`config.mk`:
```
export PLATFORM = sky130hd
export DESIGN_NAME = regfile_writeback
export DESIGN_NICKNAME = d
export VERILOG_FILES = /design/src/rtl/regfile_writeback.sv
export SDC_FILE = /design/constraint.sdc
export NUM_CORES = 1
export LEC_CHECK = 0
export ABC_AREA = 0
export CAP_MARGIN = 20
export CORE_UTILIZATION = 25
export CTS_BUF_LIST = sky130_fd_sc_hd__clkbuf_8
export DETAILED_ROUTE_END_ITERATION = 10
export GPL_ROUTABILITY_DRIVEN = 0
export REMOVE_ABC_BUFFERS = 1
export SYNTH_ARGS = -nofsm -noshare
export SYNTH_HDL_FRONTEND = slang
export SYNTH_SLANG_ARGS = --single-unit
```
`constraint.sdc`:
```
create_clock -name CLK -period 3 [get_ports CLK]
set_clock_uncertainty 0.15 [all_clocks]
set_input_delay 0.45 -clock CLK [delete_from_list [all_inputs] [get_ports CLK]]
set_output_delay 0.45 -clock CLK [all_outputs]
set_load 0.02 [all_outputs]
```
`src/rtl/regfile_writeback.sv`:
```
// regfile_writeback: MEM/WB write-back into R0-R7/T/SP/IH with ID read ports; REGFILE_WB_BYPASS_EN adds write-through bypass
module regfile_writeback #(
  parameter int DATA_W = 16,
  parameter logic [DATA_W-1:0] SP_RESET = 16'hBF00
) (
  input  logic              CLK,
  input  logic              RST,
  input  logic [1:0]        writeSpecRegIn,
  input  logic              memtoRegIn,
  input  logic              regWriteIn,
  input  logic [DATA_W-1:0] dataIn,
  input  logic [DATA_W-1:0] ALUResultIn,
  input  logic [2:0]        registerToWriteIdIn,
  input  logic [2:0]        readIdA,
  input  logic [2:0]        readIdB,
  output logic [DATA_W-1:0] readDataA,
  output logic [DATA_W-1:0] readDataB,
  output logic [DATA_W-1:0] tOut,
  output logic [DATA_W-1:0] spOut,
  output logic [DATA_W-1:0] ihOut,
  output logic [DATA_W-1:0] wbDataOut,
  output logic              wbValidOut
);
  logic [DATA_W-1:0] regs [8];
  logic [DATA_W-1:0] tReg, spReg, ihReg, wbData;
  assign wbData = memtoRegIn ? dataIn : ALUResultIn;
  assign wbDataOut = wbData;
  always_ff @(posedge CLK or negedge RST) begin
    if (!RST) begin
      for (int i = 0; i < 8; i++) regs[i] <= '0;
      tReg <= '0;
      spReg <= SP_RESET;
      ihReg <= '0;
      wbValidOut <= 1'b0;
    end else begin
      wbValidOut <= regWriteIn;
      if (regWriteIn) begin
        if (writeSpecRegIn == 2'b00) regs[registerToWriteIdIn] <= wbData;
        if (writeSpecRegIn == 2'b01) tReg <= wbData;
        if (writeSpecRegIn == 2'b10) spReg <= wbData;
        if (writeSpecRegIn == 2'b11) ihReg <= wbData;
      end
    end
  end
`ifdef REGFILE_WB_BYPASS_EN
  logic wrEn;
  assign wrEn = RST && regWriteIn;
  assign readDataA = (wrEn && writeSpecRegIn == 2'b00 && registerToWriteIdIn == readIdA) ? wbData : regs[readIdA];
  assign readDataB = (wrEn && writeSpecRegIn == 2'b00 && registerToWriteIdIn == readIdB) ? wbData : regs[readIdB];
  assign tOut = (wrEn && writeSpecRegIn == 2'b01) ? wbData : tReg;
  assign spOut = (wrEn && writeSpecRegIn == 2'b10) ? wbData : spReg;
  assign ihOut = (wrEn && writeSpecRegIn == 2'b11) ? wbData : ihReg;
`else
  assign readDataA = regs[readIdA];
  assign readDataB = regs[readIdB];
  assign tOut = tReg;
  assign spOut = spReg;
  assign ihOut = ihReg;
`endif
endmodule

```
Yosys cells after proc, flatten, opt, wreduce, memory -nomap -nowiden
Index checks and enable logic that the tools add are counted.

Add/sub/neg operators: 0. Multiply operators: 0. Div/mod/pow operators: 0. Magnitude comparators: 4. Eq/ne operators: 3. Shift operators: 0. Multiplexer cells: 10. Bitwise operators: 3. Reductions and logical operators: 6.

Operators with widths (count): $bwmux 128 (1); $bmux 16 s3 (2); $mux 16 (6); $demux 16 s3 (1); $ge 4x4->1 const B (3); $not 3->4 (3); $reduce_and 2->1 (4); $eq 2x2->1 const B (2); $lt 4x1->1 const B (1); $eq 2x1->1 const B (1); $logic_not 2->1 (1); $logic_and 1x1->1 (1).

Register bits: 177. Latch bits: 0. Memory bits (writable): 0. ROM bits: 0. Input bits: 47. Logic and storage cells: 38. Memories: 0.

Depth between registers and ports, before layout
Gate-level depths: netlist of the first run.

Word-level depth: 6. Mapped depth: 6. Depth with buffers taken out: 3.

Worst setup path after synthesis of the first run
OpenSTA, ideal clock, no wires.

Kind: input -> output. Start: input port readIdA[0]. End: output port readDataA[0]. Arrival: 1.811 ns. Required time: 2.400 ns. Path slack: 0.589 ns. Cell stages on the path: 4. Path buffers: 2. Path through: clkbuf_1 buf_2 mux4_2 mux2_2.

Word-level cells in the longest chain between the ends: 4.

Ends and longest elaborated chain: start: declaration (RTL line 14) `input logic [2:0] readIdA,`; $not 3->4 (implied by the code) (RTL line 54) `assign readDataA = regs[readIdA];`; $bmux 16 s3 (RTL line 54); $mux 16 (implied by the code) (2 in series) (RTL line 54); end: declaration (RTL line 16) `output logic [DATA_W-1:0] readDataA,`.

Every way passes these cells. The select of a mux whose other input is x is not followed.

Final worst setup path of the first run
Start: input port readIdB[2]. End: output port readDataB[10].

Word-level cells in the longest chain between the ends: 4.

Ends and longest elaborated chain: start: declaration (RTL line 15) `input logic [2:0] readIdB,`; $not 3->4 (implied by the code) (RTL line 55) `assign readDataB = regs[readIdB];`; $bmux 16 s3 (RTL line 55); $mux 16 (implied by the code) (2 in series) (RTL line 55); end: declaration (RTL line 17) `output logic [DATA_W-1:0] readDataB,`.

Every way passes these cells. The select of a mux whose other input is x is not followed.

==> results.json, run 1 <==
{
  "status": "complete, no violations",
  "setup.worst_path.end_class": "primary output",
  "yosys_warnings": 0,
  "numPortBuffers": 143,
  "synth_seq_cells": 177,
  "drc_errors": 0,
  "grt_usage_pct": 14.3,
  "hold_viol": 0,
  "start_util_pct": 25.4,
  "cp-start-kind": "input port",
  "syn_area_per_cell_um2": 15.0,
  "synth.distinct_cells": 24,
  "maxCapViolCount": 0,
  "setup_viol": 0,
  "fmax_mhz": 342,
  "core_um2": 34500,
  "r2r_start": "regs[52]$_DFFE_PN0P_",
  "synth_top_area_share_pct": 48.4,
  "clock_sinks": 177,
  "grt-ovfl-total": 0,
  "mostFrequentLayoutCells": "170 x dfrtp_1, 140 x mux2_2, 135 x clkdlybuf4s50_1, 64 x mux4_2, 49 x nand2_1",
  "htreeDepth": 4,
  "rows": 68,
  "area_growth_pct": 31.5,
  "die_w_um": 190,
  "synth-simple-area-share_pct": 3.52,
  "insertion_delay_ps": 460,
  "clockBufferDepth": 2,
  "synth_top_family_by_area": "multiplexers",
  "viasPerCell": 4.50,
  "drtAntennaViolNets": 0,
  "synth_xor_area_share_pct": 0,
  "synth_area_um2": 8790,
  "min_from": "tOut[13]$_DFFE_PN0P_",
  "max-slew-margin-rel_pct": 60.7,
  "crit_arrival_ps": 2320,
  "antenna_found_initial": 0,
  "clk_pin_slew_ps": 100,
  "diodes": 0,
  "synth-seq-area-share_pct": 50.5,
  "p_leak_nw": 4.99,
  "synthTopCellsByArea": "dfrtp_1 48%, mux2_2 18%, mux4_2 16%",
  "startpoint": "readIdB[2]",
  "die_y_um": 190,
  "required_ps": 2400,
  "yosysTopAreaCell": "dfrtp_1",
  "power.density_nw_per_um2": 620,
  "fin_ws_ps": 79.5,
  "mostFrequentLayoutCell": "dfrtp_1",
  "cts-root-buf": "clkbuf_8",
  "ios": 144,
  "netlist_instances": 587,
  "die_area_um2": 35900,
  "nNetsFinal": 805,
  "post_cts_buffers": 0,
  "layout-drive-gt1-share_pct": 41.6,
  "vias": 5516,
  "fin_area_um2": 11600,
  "worst-path-max-fanout": 16,
  "final.min_clock_period_ps": 2920,
  "drt_iter0_drc": 308,
  "drv_slew": 0,
  "muxShareOfSynthArea_pct": 39.6,
  "ff2ff_path_depth": 1,
  "dpl-instance-area_um2": 11000,
  "totalWireLength_um": 24400,
  "hpwlAfterDp_um": 16200,
  "synth-compound-area-share_pct": 2.73,
  "irDropWorstVdd_v": 0.000267,
  "grt_pass1_wl_um": 38100,
  "rsz0062_at_grt": "false",
  "grt_pass1_vias": 6048,
  "wire_per_inst_um": 19.9,
  "post-place-ws_ps": -31.3,
  "path_class": "in -> out",
  "min_path_cells": 2,
  "min_path_type": "reg -> reg",
  "synthAdderAreaFrac_pct": 0,
  "fin_crit_sh_pct": 97.4,
  "total_power_w": 0.00717,
  "worst_slew_pin_slew_ps": 589,
  "firstDrtPassIters": 4,
  "cts_tree": "done",
  "cts_inserted_buffers": 17,
  "grt_max_degree": 59
}
synth_stat cells (all sizes together):
master	instances
nand3b	3
buf	22
or3b	1
inv	16
nand2b	2
mux4	64
or3	1
nand3	2
nor2	4
dfstp	7
mux2	160
nor3	2
nand2	49
clkbuf	19
mux2i	16
nor3b	1
dfrtp	170
o21ai	48
worst paths after layout:
path	end	slack, ps
max	readDataB[10]	80
min	tOut[13]$_DFFE_PN0P_	340
max reg2reg	regs[52]$_DFFE_PN0P_	2030
min reg2reg	tOut[13]$_DFFE_PN0P_	340
max in group asynchronous	regs[103]$_DFFE_PN0P_	1390
min in group asynchronous	tOut[10]$_DFFE_PN0P_	400
worst max-delay path, stage by stage:
cell             delay [ps]
dlygate4sd2_1           350
bufbuf_16               370
mux4_2                  300
mux2_2                  300
clkdlybuf4s50_1         540
routing by layer:
layer	vias to the layer above	wire length (µm)	GRT usage, %	part of all wire, %
met5	-	0	0	0
met1	2898	10600	18.1	43
li1	2519	-	-	-
met3	18	734	2.72	3.0
met2	81	12800	25.3	53
met4	0	195	2.85	0.80
power by group:
part,total (W),internal (W),switching [W]
clock network,0.00179,0.000684,0.00111
logic,0.00219,0.00127,0.000920
registers,0.00319,0.00287,0.000319
total,0.00717,0.00482,0.00235
logic make-up after synthesis:
group	Yosys count
flops	177
compound gates	48
mux	240
buf+inv	57
simple gates	65
layout make-up:
class                      count  area [µm²]
inverter                      16        60.1
multi-input combinational    353        4030
clock inverter                15         213
tap                          455         569
timing repair buffer         193        2020
clock buffer                  17         234
sequential                   177        4440
fill                        3428       23000
stage by stage:
stage                     utilization, %  std cells  hold WS [ps]  setup TNS (ps)
after floorplan                        -        546          4.41               0
after global placement              32.0       1191           312           -44.1
after detailed placement            32.0       1191           319            -170
after CTS                           33.5       1226           342               0
after global routing                33.5       1226           359               0
final                               33.5       1226           336               0
repair_timing:
action,CTS,global route
endpoints found under the hold margin,47,0
endpoints found under the setup margin,12,0
gates resized for setup,5,0
hold buffers,1,0
registers in the layout, summed over array words and instances, names as in the netlist:
name,cells
regs,128
ihOut,16
spOut,16
tOut,16
wbValidOut,1
Power figures use the tool's default switching activity.
==> run 2: changes to the inputs <==
Settings changed: CORE_ASPECT_RATIO set to 1.2.
==> run 2 against run 1 <==
Against the previous run: maximum frequency shrank 0.95%; sequential share of layout area is essentially flat; highest routed layer unchanged; largest cell class unchanged; die area is essentially flat; combinational power is essentially flat; register-to-register slack gained 20 ps; critical endpoint is now readDataB[12]; power shrank 2.9%; clock-buffer cell count is the same; first-iteration DRC count shrank 4.9%; via count grew 1.5%.
==> results.json, run 2 (synthesis results as in run 1) <==
{
  "path_class": "in -> out",
  "drc_errors": 0,
  "required_ps": 2400,
  "crit_arrival_ps": 2350,
  "cts-root-buf": "clkbuf_8",
  "stdcell_count": 1236,
  "setup_tns_ps": 0,
  "pwr-share-clk_pct": 23.2,
  "share_seq_of_total_power_pct": 45.7,
  "crit_buf_inv": 3,
  "total_power_w": 0.00695,
  "die_y_um": 207,
  "drt_iter0_drc": 293,
  "largest_reg_flops": 128,
  "path_cells": "clkdlybuf4s50_1 -> buf_4 -> mux4_2 -> mux2_2 -> clkdlybuf4s50_1",
  "worst-r2r-setup-slack_ps": 2050,
  "htreeDepth": 4,
  "antenna_found_initial": 1,
  "critical_path.top_delay_family": "buffers and inverters",
  "mostFrequentLayoutCells": "170 x dfrtp_1, 140 x mux2_2, 125 x clkdlybuf4s50_1, 64 x mux4_2, 49 x nand2_1",
  "die_area_um2": 35900,
  "firstDrtPassIters": 4,
  "post-place-ws_ps": -30.4,
  "mostFrequentLayoutCell": "dfrtp_1",
  "power.density_nw_per_um2": 602,
  "vias": 5596,
  "drv_slew": 0,
  "start_util_pct": 25.6,
  "layout-drive-gt1-share_pct": 42.4,
  "postLayoutCoreUtil_pct": 33.6,
  "hold_viol": 0,
  "power.switching_w": 0.00221,
  "placed_cells": 1201,
  "drtAntennaViolNets": 0,
  "p_leak_nw": 5.07,
  "grt_pass1_vias": 5909,
  "setup.worst_path.end_class": "primary output",
  "insertion_delay_ps": 470,
  "cts_inserted_buffers": 17,
  "grt-ovfl-total": 0,
  "max-slew-margin-rel_pct": 61.0,
  "ios": 144,
  "setup_viol": 0,
  "die_w_um": 173,
  "cpMaxStageDelayCell": "clkdlybuf4s50_1",
  "clockBufferDepth": 2,
  "min_path_type": "reg -> reg",
  "grt_usage_pct": 13.6,
  "numPortBuffers": 143,
  "maxCapViolCount": 0,
  "core_um2": 34400,
  "fmax_mhz": 339,
  "final.min_clock_period_ps": 2950,
  "intPower_w": 0.00474,
  "totalWireLength_um": 23300,
  "worst-path-max-fanout": 8,
  "rsz0062_at_grt": "false",
  "wire_per_inst_um": 18.9,
  "cp-start-kind": "input port",
  "fin_ws_ps": 51.4,
  "irDropWorstVdd_v": 0.000292,
  "path_common_cell": "clkdlybuf4s50_1",
  "post_cts_buffers": 0,
  "clk_pin_slew_ps": 90,
  "hpwlAfterDp_um": 15500,
  "area_growth_pct": 31.4,
  "viasPerCell": 4.53,
  "worst_slew_pin_slew_ps": 586,
  "rows": 74,
  "swShare_pct": 31.8,
  "top_register": "regs",
  "fin_crit_sh_pct": 98.3,
  "grt_pass1_wl_um": 36400,
  "grt_max_degree": 60,
  "clock_sinks": 177,
  "max_stage_delay_ps": 550,
  "cts_tree": "done",
  "status": "complete, no violations",
  "nNetsFinal": 813,
  "combPwrFrac_pct": 31.1
}
-- run 2: worst paths after layout --
| kind | from | endpoint | depth (start not counted) |
|---|---|---|---|
| max | readIdB[2] | readDataB[12] | 5 |
| min | tOut[8]$_DFFE_PN0P_ | tOut[8]$_DFFE_PN0P_ | 2 |
| max reg2reg | regs[106]$_DFFE_PN0P_ | regs[106]$_DFFE_PN0P_ | 1 |
| min reg2reg | tOut[8]$_DFFE_PN0P_ | tOut[8]$_DFFE_PN0P_ | 2 |
| max in group asynchronous | RST | spOut[13]$_DFFE_PN1P_ | 3 |
| min in group asynchronous | RST | regs[20]$_DFFE_PN0P_ | 2 |
-- run 2: what timing repair did --
item,in CTS,in global routing
pin swaps,0,0
endpoints found under the setup margin,13,7
gates resized for setup,9,7
hold endpoints to repair,53,0
hold buffers,1,0
cloned,1,0
-- run 2: power groups by stage --
| stage | Sequential, W | Clock, W | Combinational [W] |
|---|---|---|---|
| 3_3_place_gp | 0.00321 | 0 | 0.00219 |
| 4_1_cts | 0.00318 | 0.00169 | 0.00220 |
| 2_1_floorplan | 0.00328 | 0 | 0.00114 |
| 5_1_grt | 0.00325 | 0.00179 | 0.00231 |
| 6_report | 0.00318 | 0.00161 | 0.00216 |
| 3_5_place_dp | 0.00322 | 0 | 0.00221 |
-- run 2: cell type report --
| cell class | instances | area (µm²) |
|---|---|---|
| Fill cell | 3347 | 22800 |
| Sequential cell | 177 | 4440 |
| Multi-Input combinational cell | 353 | 4030 |
| Timing Repair Buffer | 201 | 2060 |
| Tap cell | 456 | 571 |
| Clock buffer | 17 | 234 |
| Clock inverter | 15 | 146 |
| Inverter | 16 | 60.1 |
| Antenna cell | 1 | 2.50 |
-- run 2: tightest hold or removal path: cells and delay by family (launching register included) --
kind	cells	cell delay, ps
compound gates	1	60
flops	1	350
simple gates	1	40
-- run 2: layer usage --
| layer | global-route usage [%] | vias to the layer above | wire length (µm) |
|---|---|---|---|
| met5 | 0 | - | 0 |
| met4 | 4.82 | 0 | 418 |
| met3 | 2.77 | 22 | 876 |
| met2 | 22.2 | 123 | 11400 |
| met1 | 17.7 | 2920 | 10700 |
| li1 | - | 2531 | - |
-- run 2: per-stage QoR --
| step | hold WS, ps | cell area (µm²) |
|---|---|---|
| final | 334 | 11500 |
| after global routing | 358 | 11500 |
| after CTS | 342 | 11500 |
| after detailed placement | 316 | 11100 |
| after global placement | 311 | 11100 |
| after floorplan | 4.41 | 8530 |
